--- src/rtl/rv_fetch_if.sv ---
// Fetch-to-decode handshake: instruction stream out, redirect requests back in.
interface rv_fetch_if #(
  parameter int ADDR_WIDTH = 64
);
  logic                  instr_valid_o;
  logic [31:0]           instr_o;
  logic [ADDR_WIDTH-1:0] instr_pc_o;
  logic                  instr_ready_i;
  logic                  redirect_i;
  logic [ADDR_WIDTH-1:0] redirect_pc_i;

  modport master (
    output instr_valid_o, instr_o, instr_pc_o,
    input  instr_ready_i, redirect_i, redirect_pc_i
  );

  modport slave (
    input  instr_valid_o, instr_o, instr_pc_o,
    output instr_ready_i, redirect_i, redirect_pc_i
  );
endinterface

--- src/rtl/rv_fetch_unit.sv ---
// Instruction-fetch front end: drives imem with the PC, buffers fetched words in a
// 2-entry queue and hands them to decode; redirects flush the queue and restart fetch.
module rv_fetch_unit #(
  parameter int                    ADDR_WIDTH = 64,
  parameter logic [ADDR_WIDTH-1:0] RESET_PC   = '0
) (
  input  logic                  clk,
  input  logic                  reset,
  input  logic                  fetch_en_i,
  output logic [ADDR_WIDTH-1:0] imem_addr_o,
  input  logic [31:0]           read_instr_i,
  output logic [31:0]           fetch_count_o,
  rv_fetch_if.master            dec
);

  typedef struct packed {
    logic [ADDR_WIDTH-1:0] pc;
    logic [31:0]           instr;
  } entry_t;

  logic [ADDR_WIDTH-1:0] pc_q, pc_d;
  entry_t                q_q [2];
  entry_t                q_d [2];
  logic                  rd_ptr_q, rd_ptr_d;
  logic                  wr_ptr_q, wr_ptr_d;
  logic [1:0]            count_q, count_d;
  logic [31:0]           fcnt_q, fcnt_d;
  logic                  pop, fetch;
  entry_t                head;

  assign head              = q_q[rd_ptr_q];
  assign dec.instr_valid_o = (count_q != 2'd0);
  assign dec.instr_o       = head.instr;
  assign dec.instr_pc_o    = head.pc;
  assign imem_addr_o       = {2'b00, pc_q[ADDR_WIDTH-1:2]};
  assign fetch_count_o     = fcnt_q;

  // A full queue may still accept a fetch when the head leaves in the same cycle.
  assign pop   = dec.instr_valid_o & dec.instr_ready_i & ~dec.redirect_i;
  assign fetch = fetch_en_i & ~dec.redirect_i & (~count_q[1] | pop);

  always_comb begin
    pc_d     = pc_q;
    q_d      = q_q;
    rd_ptr_d = rd_ptr_q;
    wr_ptr_d = wr_ptr_q;
    count_d  = count_q;
    fcnt_d   = fcnt_q;
    if (dec.redirect_i) begin
      pc_d     = dec.redirect_pc_i & ~ADDR_WIDTH'(3);
      rd_ptr_d = 1'b0;
      wr_ptr_d = 1'b0;
      count_d  = 2'd0;
    end else begin
      if (fetch) begin
        q_d[wr_ptr_q] = '{pc: pc_q, instr: read_instr_i};
        wr_ptr_d      = ~wr_ptr_q;
        pc_d          = pc_q + ADDR_WIDTH'(4);
        fcnt_d        = fcnt_q + 32'd1;
      end
      if (pop) rd_ptr_d = ~rd_ptr_q;
      count_d = count_q + {1'b0, fetch} - {1'b0, pop};
    end
  end

  always_ff @(posedge clk) begin
    if (reset) begin
      pc_q     <= RESET_PC;
      q_q[0]   <= '0;
      q_q[1]   <= '0;
      rd_ptr_q <= 1'b0;
      wr_ptr_q <= 1'b0;
      count_q  <= 2'd0;
      fcnt_q   <= 32'd0;
    end else begin
      pc_q     <= pc_d;
      q_q      <= q_d;
      rd_ptr_q <= rd_ptr_d;
      wr_ptr_q <= wr_ptr_d;
      count_q  <= count_d;
      fcnt_q   <= fcnt_d;
    end
  end

endmodule

--- src/flat_wrapper.sv ---
// flat-port wrapper written by rule: the top's interface ports become plain ports
module rv_fetch_unit_flat 
#(
  parameter int                    ADDR_WIDTH = 64,
  parameter logic [ADDR_WIDTH-1:0] RESET_PC   = '0
)
  (clk, reset, fetch_en_i, imem_addr_o, read_instr_i, fetch_count_o, dec_instr_valid_o, dec_instr_o, dec_instr_pc_o, dec_instr_ready_i, dec_redirect_i, dec_redirect_pc_i);
  rv_fetch_if #(.ADDR_WIDTH(ADDR_WIDTH)) dec_i ();
  input  logic clk;
  input  logic reset;
  input  logic fetch_en_i;
  output logic [ADDR_WIDTH-1:0] imem_addr_o;
  input  logic [31:0] read_instr_i;
  output logic [31:0] fetch_count_o;
  output wire logic [$bits(dec_i.instr_valid_o)-1:0] dec_instr_valid_o;
  output wire logic [$bits(dec_i.instr_o)-1:0] dec_instr_o;
  output wire logic [$bits(dec_i.instr_pc_o)-1:0] dec_instr_pc_o;
  input wire logic [$bits(dec_i.instr_ready_i)-1:0] dec_instr_ready_i;
  input wire logic [$bits(dec_i.redirect_i)-1:0] dec_redirect_i;
  input wire logic [$bits(dec_i.redirect_pc_i)-1:0] dec_redirect_pc_i;
  assign dec_instr_valid_o = dec_i.instr_valid_o;
  assign dec_instr_o = dec_i.instr_o;
  assign dec_instr_pc_o = dec_i.instr_pc_o;
  assign dec_i.instr_ready_i = dec_instr_ready_i;
  assign dec_i.redirect_i = dec_redirect_i;
  assign dec_i.redirect_pc_i = dec_redirect_pc_i;
  rv_fetch_unit #(.ADDR_WIDTH(ADDR_WIDTH), .RESET_PC(RESET_PC)) u_core (.clk(clk), .reset(reset), .fetch_en_i(fetch_en_i), .imem_addr_o(imem_addr_o), .read_instr_i(read_instr_i), .fetch_count_o(fetch_count_o), .dec(dec_i));
endmodule
--- config.mk ---
export PLATFORM = sky130hd
export DESIGN_NAME = rv_fetch_unit_flat
export DESIGN_NICKNAME = d
export VERILOG_FILES = /design/src/rtl/rv_fetch_if.sv /design/src/rtl/rv_fetch_unit.sv /design/src/flat_wrapper.sv
export SDC_FILE = /design/constraint.sdc
export NUM_CORES = 1
export LEC_CHECK = 0
export CELL_PAD_IN_SITES_DETAIL_PLACEMENT = 1
export CELL_PAD_IN_SITES_GLOBAL_PLACEMENT = 1
export CORE_AREA = 10 10 211 213
export DETAILED_ROUTE_END_ITERATION = 10
export DIE_AREA = 0 0 221 223
export PLACE_DENSITY_LB_ADDON = 0.1
export REMOVE_ABC_BUFFERS = 1
export SLEW_MARGIN = 20
export SYNTH_ARGS = -nofsm -noshare
export SYNTH_HDL_FRONTEND = slang
export SYNTH_SLANG_ARGS = --single-unit
--- constraint.sdc ---
create_clock -name clk -period 2.4 [get_ports clk]
set_input_delay 0.48 -clock clk [delete_from_list [all_inputs] [get_ports clk]]
set_output_delay 0.48 -clock clk [all_outputs]
set_load 0.02 [all_outputs]
==> metrics <==
status finished with violations; failing checks negative setup slack; cell family with most CP delay buffers and inverters; worst setup path start u_core.rd_ptr_q; hold path depth 2; fmax 413 MHz; Initial Util 32.6%; crit path cell chain buf_12, buf_4, mux2_2, clkdlybuf4s15_2; first-pass GRT wire length 83.4 mm; Final TNS setup -40.9 ps; synthesis-to-finish area growth 42.0%; Worst setup EP type output port; top_reg_cell synth dfxtp_1; initial antenna violation count 7; drt pass-1 iters 4; gpl congestion 0.850; CTS tree yes; highest cell delay on the worst timing path 430 ps; Crit-path slowest cell dfxtp_4; Register Area 5730 um2; Die H 223 um; most common cell after layout, fill and taps aside nand2_1; R2R depth 5; DRT antenna net count 0; HPWL Detailed 38.6 mm; VDD IR-drop max 0.000454 V; CP Launch Type flop; Num CTS Buffers 36; Hold WC Path Type in -> reg; final core utilization 46.3%; die area 49300 um2; port bufs 287; most frequent cells in the layout nand2_1 (431), dfxtp_1 (282), a21oi_1 (201), clkdlybuf4s50_1 (192), buf_4 (158); Yosys Warn Count 0; # setup viols final 3; vias in the first global route 14100; Synth Instances 1653; min cycle time layout 2420 ps; final wirelength 53.5 mm; Chip Width 221 um; DR iter-0 viols 535; Multi-input gate area 6890 um2; placed cell count 2504; Total GRT Usage 21.0%; final worst slack -18.6 ps; Leak 7.01 nW; Max Slew Vio Count 0; Reg2Reg Setup Slack 110 ps; Rows 74; clock skew 22.2 ps; combinational cell fraction of total power 12.4%; Tcrit/Tclk final 101%; Mapped Area 13200 um2; Power per Cell Area 648 nW/um2; clock-pin slew on the worst setup and hold paths 60 ps; WL/cell 20.7 um; Root Driver clkbuf_16; Internal Dissipation 8.97 mW; share of power burned in registers 41.4%; drt drc 0; pre-CTS setup slack -279 ps; switching portion of total power 26.0%; Post-Layout Cell Count 2585; power share of the clock group 46.2%; Clock Path Buffers 3; IO Pins 294; slew of the pin with the lowest slew margin 667 ps; final hold viol count 0; Seq/Total Area, Yosys 43.5%; H-tree levels 2; latest clock arrival within the worst-skew pair 560 ps; DP Area 17600 um2; core area 40400 um2; Post-synth EDFFs 0; reg-to-reg endpoint u_core.pc_q[61]; #FFs+latches synth 286; largest net degree at the start of global routing 138; RSZ-0062 raised after global routing true; Req. time, crit path 1920 ps; Avg Inst Size Synth 7.97 um2; asr flop ratio synth 0%; Psw 3.16 mW; CP max FO 10; layout cell share with drive strength beyond 1 21.1%; fillers 4869; DR vias/cell 5.14; Post-Layout Inst Area 18700 um2; CTS sink cnt 286; Tot Pwr 12.1 mW; beginning of the worst register-to-register path u_core.pc_q[28]; crit path kind reg -> out; Crit path buffers/inverters 3; Max-cap violations 0; Worst Hold Launch reset; WHS 241 ps; WP data arrival 1940 ps; post-layout net count 2130; Worst slew margin 55.4%; Yosys cell types 59; Hold Path Sink u_core.pc_q[62]; grt ovf 0; vias post-DR 13300
cells in the mapped netlist, types with 7 or more instances:
master / number / area share [%]
and2_1: 11 / 0.52
nor3_1: 29 / 1.1
o211ai_1: 7 / 0.40
nor4_1: 29 / 1.4
o21ai_1: 8 / 0.30
and3_1: 14 / 0.66
xnor2_1: 53 / 3.5
or4_1: 10 / 0.57
nand2_1: 432 / 12
clkbuf_1: 112 / 3.2
nand4_1: 37 / 1.8
a211oi_1: 28 / 1.6
a21oi_1: 201 / 7.6
or2_2: 7 / 0.33
mux2_2: 96 / 8.2
nand3_1: 43 / 1.6
inv_1: 25 / 0.71
and4_1: 10 / 0.66
buf_1: 10 / 0.28
or3_1: 16 / 0.76
nor2_1: 92 / 2.6
dfxtp_1: 286 / 43
xor2_1: 10 / 0.66
cell type report:
| class | instances | area share (%) |
|---|---|---|
| multi-input combinational | 1213 | 36.9 |
| timing repair buffer | 462 | 21.9 |
| antenna | 2 | 0.0268 |
| clock buffer | 54 | 5.88 |
| sequential | 286 | 30.7 |
| inverter | 26 | 0.522 |
| clock inverter | 10 | 0.635 |
| tap | 532 | 3.56 |
layer usage:
layer	vias to the layer above	global-route usage, %	share of wire, %
met5	-	0	0.11
met4	10	5.79	1.9
met3	71	4.50	4.8
met2	265	35.5	48
met1	6535	26.3	45
li1	6408	-	-
sequential cells by signal, summed over array words and instances (netlist names):
signal / flops
u_core.count_q: 2
u_core.pc_q: 62
u_core.rd_ptr_q: 1
u_core.wr_ptr_q: 1
u_core.fetch_count_o: 32
u_core.q_q: 188
power by group through the flow:
| stage | logic, mW | clock network [mW] | registers (mW) |
|---|---|---|---|
| 3_3_place_gp | 1.55 | 0 | 5.11 |
| 2_1_floorplan | 0.465 | 0 | 5.24 |
| 4_1_cts | 1.55 | 5.76 | 5.01 |
| 6_report | 1.51 | 5.60 | 5.02 |
| 5_1_grt | 1.63 | 5.94 | 5.03 |
| 3_5_place_dp | 1.56 | 0 | 5.12 |
worst max-delay path by stage:
stage	to	cells after the start
floorplan	u_core.q_q[100]	5
global placement	u_core.fetch_count_o[31]	7
detailed placement	u_core.q_q[186]	11
CTS	dec_instr_pc_o[30]	6
global route	dec_instr_pc_o[34]	4
finish	dec_instr_pc_o[34]	4
repair_timing:
item                                    in CTS  in global routing
setup buffers                               13                  2
hold endpoints to repair                     0                  0
pin swaps                                    0                  1
gates resized for setup                    295                 34
hold buffers                                 0                  0
endpoints found under the setup margin      93                 47
cloned                                       2                  0
logic make-up after synthesis:
| family | Yosys count | synth area share, % |
|---|---|---|
| AOI/OAI and AO/OA | 282 | 12.3 |
| DFF | 286 | 43.5 |
| buffers and inverters | 157 | 4.68 |
| adders and majority gates | 4 | 0.380 |
| muxes | 100 | 8.53 |
| and+or+nand+nor | 760 | 26.5 |
| other | 1 | 0.0285 |
| xor gates and xnor gates | 63 | 4.19 |
Power figures use the tool's default switching activity.
